--- config.mk ---
export PLATFORM = sky130hd
export DESIGN_NAME = uart_rx_flat
export DESIGN_NICKNAME = d
export VERILOG_FILES = /design/src/rtl/uart_pkg.sv /design/src/rtl/uart_rx_if.sv /design/src/rtl/uart_sync.sv /design/src/rtl/uart_rx.sv /design/src/flat_wrapper.sv
export SDC_FILE = /design/constraint.sdc
export NUM_CORES = 1
export LEC_CHECK = 0
export CORE_UTILIZATION = 60
export CTS_CLUSTER_SIZE = 25
export DETAILED_ROUTE_END_ITERATION = 12
export PLACE_DENSITY_LB_ADDON = 0.2
export SYNTH_ARGS = -nofsm -noshare
export SYNTH_HDL_FRONTEND = slang
export SYNTH_SLANG_ARGS = --single-unit
--- constraint.sdc ---
create_clock -name clk_i -period 3.47 [get_ports clk_i]
set_clock_uncertainty 0.1 [all_clocks]
set_input_delay 0.8675 -clock clk_i [delete_from_list [all_inputs] [get_ports clk_i]]
set_output_delay 0.8675 -clock clk_i [all_outputs]
set_load 0.05 [all_outputs]
--- src/rtl/uart_pkg.sv ---
// Shared UART receiver types and constants: FSM state encoding, oversampling
// ratio, and the three mid-bit sample phases.
package uart_pkg;

   typedef enum logic [2:0] {
      IDLE,
      START,
      DATA,
      PARITY,
      STOP,
      WAIT_HIGH
   } rx_state_e;

   localparam int unsigned OVERSAMPLE = 16;
   localparam int unsigned PH_W       = $clog2(OVERSAMPLE);
   localparam int unsigned DATA_BITS  = 8;

   localparam logic [PH_W-1:0] SAMPLE_PH0 = PH_W'(7);
   localparam logic [PH_W-1:0] SAMPLE_PH1 = PH_W'(8);
   localparam logic [PH_W-1:0] SAMPLE_PH2 = PH_W'(9);
   localparam logic [3:0]      LAST_BIT   = 4'(DATA_BITS - 1);

   function automatic logic majority3(input logic [2:0] s);
      return (s[0] & s[1]) | (s[0] & s[2]) | (s[1] & s[2]);
   endfunction

endpackage

--- src/rtl/uart_rx_if.sv ---
// Received-byte bus: data, one-cycle valid strobe and the per-frame error flags.
interface uart_rx_if;

   logic [7:0] rx_data;
   logic       rx_valid;
   logic       parity_err;
   logic       frame_err;

   modport master (output rx_data, rx_valid, parity_err, frame_err);
   modport slave  (input  rx_data, rx_valid, parity_err, frame_err);

endinterface

--- src/rtl/uart_sync.sv ---
// Two-flop synchroniser for an asynchronous input, with a selectable reset level.
module uart_sync (
   input  logic clk_i,
   input  logic rst_i,
   input  logic rst_val_i,
   input  logic d_i,
   output logic q_o
);

   logic [1:0] sync_q;

   always_ff @(posedge clk_i) begin
      if (rst_i) begin
         sync_q <= {2{rst_val_i}};
      end else begin
         sync_q <= {sync_q[0], d_i};
      end
   end

   assign q_o = sync_q[1];

endmodule

--- src/rtl/uart_rx.sv ---
// UART receiver: 16x oversampled, majority-of-three bit decisions, 8 data bits
// LSB first, optional parity, one stop bit; per-frame parity/framing flags.
module uart_rx (
   input  logic     clk_i,
   input  logic     rst_i,
   input  logic     baud_tick_x16_i,
   input  logic     rx_en_i,
   input  logic     parity_en_i,
   input  logic     parity_odd_i,
   input  logic     rx_i,
   uart_rx_if.master rx_if
);

   import uart_pkg::*;

   logic            rx_s;
   rx_state_e       state_q;
   logic [PH_W-1:0] phase_q;
   logic [3:0]      bit_q;
   logic [2:0]      samp_q;
   logic [7:0]      shift_q;
   logic [7:0]      data_q;
   logic            par_bit_q;
   logic            par_en_q;
   logic            par_odd_q;
   logic            valid_q;
   logic            perr_q;
   logic            ferr_q;
   logic            bit_dec;
   logic            at_center;

   uart_sync u_sync (
      .clk_i     (clk_i),
      .rst_i     (rst_i),
      .rst_val_i (1'b1),
      .d_i       (rx_i),
      .q_o       (rx_s)
   );

   // The phase-9 sample is the one being captured this tick, so it joins the vote directly.
   assign bit_dec   = majority3({samp_q[1:0], rx_s});
   assign at_center = (phase_q == SAMPLE_PH2);

   always_ff @(posedge clk_i) begin
      if (rst_i) begin
         state_q   <= IDLE;
         phase_q   <= '0;
         bit_q     <= '0;
         samp_q    <= '0;
         shift_q   <= '0;
         data_q    <= '0;
         par_bit_q <= 1'b0;
         par_en_q  <= 1'b0;
         par_odd_q <= 1'b0;
         valid_q   <= 1'b0;
         perr_q    <= 1'b0;
         ferr_q    <= 1'b0;
      end else begin
         valid_q <= 1'b0;
         if (!rx_en_i) begin
            state_q <= IDLE;
         end else if (baud_tick_x16_i) begin
            if (state_q inside {START, DATA, PARITY, STOP}) begin
               phase_q <= phase_q + 1'b1;
               if (phase_q inside {SAMPLE_PH0, SAMPLE_PH1, SAMPLE_PH2}) begin
                  samp_q <= {samp_q[1:0], rx_s};
               end
            end
            case (state_q)
               IDLE: begin
                  if (!rx_s) begin
                     state_q <= START;
                     phase_q <= '0;
                  end
               end
               START: begin
                  if (at_center) begin
                     if (bit_dec) begin
                        state_q <= IDLE;
                     end else begin
                        state_q   <= DATA;
                        bit_q     <= '0;
                        par_en_q  <= parity_en_i;
                        par_odd_q <= parity_odd_i;
                     end
                  end
               end
               DATA: begin
                  if (at_center) begin
                     shift_q <= {bit_dec, shift_q[7:1]};
                     if (bit_q == LAST_BIT) begin
                        bit_q   <= '0;
                        state_q <= par_en_q ? PARITY : STOP;
                     end else begin
                        bit_q <= bit_q + 1'b1;
                     end
                  end
               end
               PARITY: begin
                  if (at_center) begin
                     par_bit_q <= bit_dec;
                     state_q   <= STOP;
                  end
               end
               STOP: begin
                  if (at_center) begin
                     data_q  <= shift_q;
                     valid_q <= 1'b1;
                     perr_q  <= par_en_q & (par_bit_q != ((^shift_q) ^ par_odd_q));
                     ferr_q  <= ~bit_dec;
                     state_q <= bit_dec ? IDLE : WAIT_HIGH;
                  end
               end
               WAIT_HIGH: begin
                  if (rx_s) begin
                     state_q <= IDLE;
                  end
               end
               default: state_q <= IDLE;
            endcase
         end
      end
   end

   assign rx_if.rx_data    = data_q;
   assign rx_if.rx_valid   = valid_q;
   assign rx_if.parity_err = perr_q;
   assign rx_if.frame_err  = ferr_q;

endmodule

--- src/flat_wrapper.sv ---
// flat-port wrapper written by rule: the top's interface ports become plain ports
module uart_rx_flat import uart_pkg::*;
  (clk_i, rst_i, baud_tick_x16_i, rx_en_i, parity_en_i, parity_odd_i, rx_i, rx_if_rx_data, rx_if_rx_valid, rx_if_parity_err, rx_if_frame_err);
  uart_rx_if rx_if_i ();
  input  logic clk_i;
  input  logic rst_i;
  input  logic baud_tick_x16_i;
  input  logic rx_en_i;
  input  logic parity_en_i;
  input  logic parity_odd_i;
  input  logic rx_i;
  output wire logic [$bits(rx_if_i.rx_data)-1:0] rx_if_rx_data;
  output wire logic [$bits(rx_if_i.rx_valid)-1:0] rx_if_rx_valid;
  output wire logic [$bits(rx_if_i.parity_err)-1:0] rx_if_parity_err;
  output wire logic [$bits(rx_if_i.frame_err)-1:0] rx_if_frame_err;
  assign rx_if_rx_data = rx_if_i.rx_data;
  assign rx_if_rx_valid = rx_if_i.rx_valid;
  assign rx_if_parity_err = rx_if_i.parity_err;
  assign rx_if_frame_err = rx_if_i.frame_err;
  uart_rx u_core (.clk_i(clk_i), .rst_i(rst_i), .baud_tick_x16_i(baud_tick_x16_i), .rx_en_i(rx_en_i), .parity_en_i(parity_en_i), .parity_odd_i(parity_odd_i), .rx_i(rx_i), .rx_if(rx_if_i));
endmodule
==> results by group <==
Run status
  • Result of the run: finished with violations
  • Failing checks: DRC

Setup path
  • Endpoint kind of the worst setup timing path: output pin
  • Endpoint required time on the critical path: between 2000 and 3000 ps
  • Path depth of the worst reg2reg path: 4
  • Critical setup path kind: reg -> out
  • Crit path launch: u_core.rx_if.parity_err
  • Cell with the largest stage delay on the worst path: sky130_fd_sc_hd__clkdlybuf4s50_1
  • Critical path buffers and inverters: 1
  • Data arrival, critical path: 1510 ps
  • Maximum cell stage delay along the critical path: 810 ps
  • Maximum fanout encountered on the critical timing path: 2
  • Crit path launch type: flop
  • Cell Chain, Critical Path: clkdlybuf4s50_1
  • CP delay by family, top: buffers and inverters
  • Number of gates on the worst path with buffers counted: 1
  • FF-to-FF setup slack: 1310 ps
  • Critical register-to-register path startpoint: u_core.state_q[2]

Cells and area
  • Fin util: roughly three quarters
  • Number of nets in the layout: 227
  • Number of fillers in the final layout: 224
  • Ant diodes: 0
  • Fin area: 2060 um2
  • Commonest non-fill, non-tap cell in the layout: sky130_fd_sc_hd__dfxtp_1
  • Commonest non-fill, non-tap cells in the layout: sky130_fd_sc_hd__dfxtp_1 (37), sky130_fd_sc_hd__nor2_1 (26), sky130_fd_sc_hd__mux2i_1 (17), sky130_fd_sc_hd__clkdlybuf4s50_1 (17), sky130_fd_sc_hd__a21oi_1 (10)
  • Layout overhead on the synthesized area: 13.5%
  • Layout cells sized above 1: 7.41%

STA
  • Period utilization: 71.4%
  • Hold_ws: 338 ps
  • Time the worst path needs with I/O delays and setup: between 2000 and 2500 ps
  • Final number of max-transition violations: 0
  • Achievable Freq: 0.404 GHz
  • Setup repair after global routing missed its margin: false
  • Worst slew pin tran: 670 ps
  • Sum of negative setup slack: 0 ps
  • Hold Vio Cnt, Final: 0
  • Worst slew margin relative to its limit: 55.2%
  • Setup ws final: slightly below 1000 ps
  • Final setup violation count: 0

Logic synthesis
  • Share of synthesized area occupied by flip-flops and latches: 40.9%
  • Post-synth top flop: sky130_fd_sc_hd__dfxtp_1
  • Post-synth net total: 209
  • Register bit count reported by yosys: 37
  • Post-synth cell types: 42
  • Area of the mapped netlist: 1810 um2
  • Count of synthesis-stage warnings from yosys: 0
  • Number of enable-type register cells in the synthesized netlist: 0
  • Avg Synthesized Cell Area: 9.14 um2
  • Synth Instances: around 200
  • Async set or reset register ratio after synthesis: 0%

Power and ir drop
  • PwrDens: roughly 340 nW/um2
  • Internal Power: 0.535 mW
  • Static Leakage: 0.687 nW
  • Maximum vdd drop: ~0.36 mV
  • Proportion of power drawn by flip-flops and latches: ~62%
  • Net load switching power: 0.158 mW
  • Switching Fraction: 22.8%
  • Clock network fraction of total power: 33.3%
  • Combinational Power Share: around 4.7%

Detailed routing
  • Iter 0 DRT Violations: 65
  • DRC: 2
  • Number of vias after detailed routing: between 1500 and 2000
  • Per-cell via count in the routed design: 6.14
  • Average wire length per cell after detail routing: 15.0 um
  • First drt pass iteration count: 8
  • Detailed-route wire length: 3700 um
  • ANT nets after route: 0

Placed design
  • Cell area reported after detailed placement: between 1500 and 2000 um2
  • Port-buffer cells: 17
  • Post-placement setup slack: 690 ps
  • GPL Wtd Cong: 0.836
  • HPWL Detailed: 2600 um

Floorplan
  • Starting density of the core: between 60% and 70%
  • Total die area: ~3200 um2
  • Core outline area: 2810 um2
  • Die height: 56.9 um
  • Number of rows in the core area: 19
  • Num ports: 18
  • Die outline width: 56.9 um

Global route
  • Wire length of the first global-routing pass: 6350 um
  • Remaining Overflow, GRT: 0
  • Maximum number of pins on one net before global-route repair: 23
  • Antenna violations before repair: 0
  • Via count of the first global-routing pass: approximately 1500
  • Tot GR Track Use: 25.4%

CTS
  • Maximum level of the CTS H-tree: 2
  • Clock transition at the registers of the reported paths: 110 ps
  • Clk sink count: 37
  • CTS tree: yes
  • Number of gates resized after CTS: 0
  • Cell at the root of the clock tree: sky130_fd_sc_hd__clkbuf_4
  • Number of buffers inserted to repair setup after CTS: 0
  • Insertion delay to the later sink of the worst-skew pair: between 300 and 400 ps
  • Hold-fix buffers, CTS: 0
  • Buffer depth of the longest clock path: 2
  • Number of buffers inserted during clock tree synthesis: 5

Run
  • Maximum capacitance violations: 0

Min path
  • Worst hold-check path type: reg -> reg
  • Launch point of the worst hold path: u_core.u_sync.sync_q[0]
  • Number of instances on the worst hold path: 1
layer usage:
metal / global-route usage [%] / up-vias / wire length, um
met3: 7.03 / 10 / 117
li1: - / 752 / -
met2: 42.7 / 26 / 1770
met4: 12.5 / 0 / 92
met1: 29.9 / 728 / 1720
met5: 0 / - / 0
registers in the layout (all words and copies together) (netlist names):
name / flops
u_core.state_q: 3
u_core.samp_q: 2
u_core.rx_if.parity_err: 1
u_core.par_odd_q: 1
u_core.rx_if.rx_valid: 1
u_core.bit_q: 4
u_core.rx_if.rx_data: 8
u_core.shift_q: 8
u_core.u_sync.sync_q: 2
u_core.par_en_q: 1
u_core.par_bit_q: 1
u_core.phase_q: 4
u_core.rx_if.frame_err: 1
synth_stat cells (4+ instances only):
library cell / count / area, um2
sky130_fd_sc_hd__xnor2_1: 9 / 78.8
sky130_fd_sc_hd__nand4_1: 6 / 37.5
sky130_fd_sc_hd__o21a_1: 4 / 30.0
sky130_fd_sc_hd__nor4_1: 4 / 25.0
sky130_fd_sc_hd__o21ai_0: 7 / 35.0
sky130_fd_sc_hd__nand2_1: 6 / 22.5
sky130_fd_sc_hd__inv_1: 5 / 18.8
sky130_fd_sc_hd__nor2_1: 26 / 97.6
sky130_fd_sc_hd__dfxtp_1: 37 / 741
sky130_fd_sc_hd__ha_1: 4 / 50.1
sky130_fd_sc_hd__o31ai_1: 5 / 37.5
sky130_fd_sc_hd__clkbuf_1: 6 / 22.5
sky130_fd_sc_hd__nand2b_1: 5 / 31.3
sky130_fd_sc_hd__nand3_1: 5 / 25.0
sky130_fd_sc_hd__mux2i_1: 17 / 170
sky130_fd_sc_hd__nor3_1: 7 / 35.0
sky130_fd_sc_hd__nand3b_1: 4 / 30.0
sky130_fd_sc_hd__a21oi_1: 10 / 50.1
worst paths after layout:
path | to
min | u_core.u_sync.sync_q[1]
max reg2reg | u_core.rx_if.parity_err
min reg2reg | u_core.u_sync.sync_q[1]
max | rx_if_parity_err
power by group through the flow:
stage / sequential, mW / clock [mW] / combinational [mW]
after global routing: 0.430 / 0.254 / 0.0351
after detailed placement: 0.439 / 0 / 0.0318
final: 0.429 / 0.231 / 0.0326
after global placement: 0.439 / 0 / 0.0310
after floorplan: 0.437 / 0 / 0.0205
after CTS: 0.429 / 0.236 / 0.0320
metrics by stage:
step / total power, mW / std cells
4_1_cts: 0.698 / 247
3_3_place_gp: 0.470 / 240
2_1_floorplan: 0.458 / 198
3_5_place_dp: 0.471 / 240
5_1_grt: 0.719 / 247
6_report: 0.693 / 247
logic make-up (layout without fill, tap and decap cells):
group                      after synthesis  after routing  share of synthesized area, %
and+or+nand+nor                         79             79                          24.3
AOI/OAI and AO/OA                       37             37                          13.3
DFF                                     37             37                          40.9
muxes                                   17             17                          9.40
buffers and inverters                   13             31                          3.11
xor gates and xnor gates                10             10                          5.60
adders and majority gates                5              5                          3.39
final cells by class:
type	instances	area [um2]	area share [%]
clock buffer	6	51.3	2.50
clock inverter	1	7.51	0.365
inverter	5	18.8	0.913
multi-input combinational	148	1010	49.3
sequential	37	741	36.0
tap	31	38.8	1.89
timing repair buffer	19	185	9.01
(Power assumes the default switching activity.)
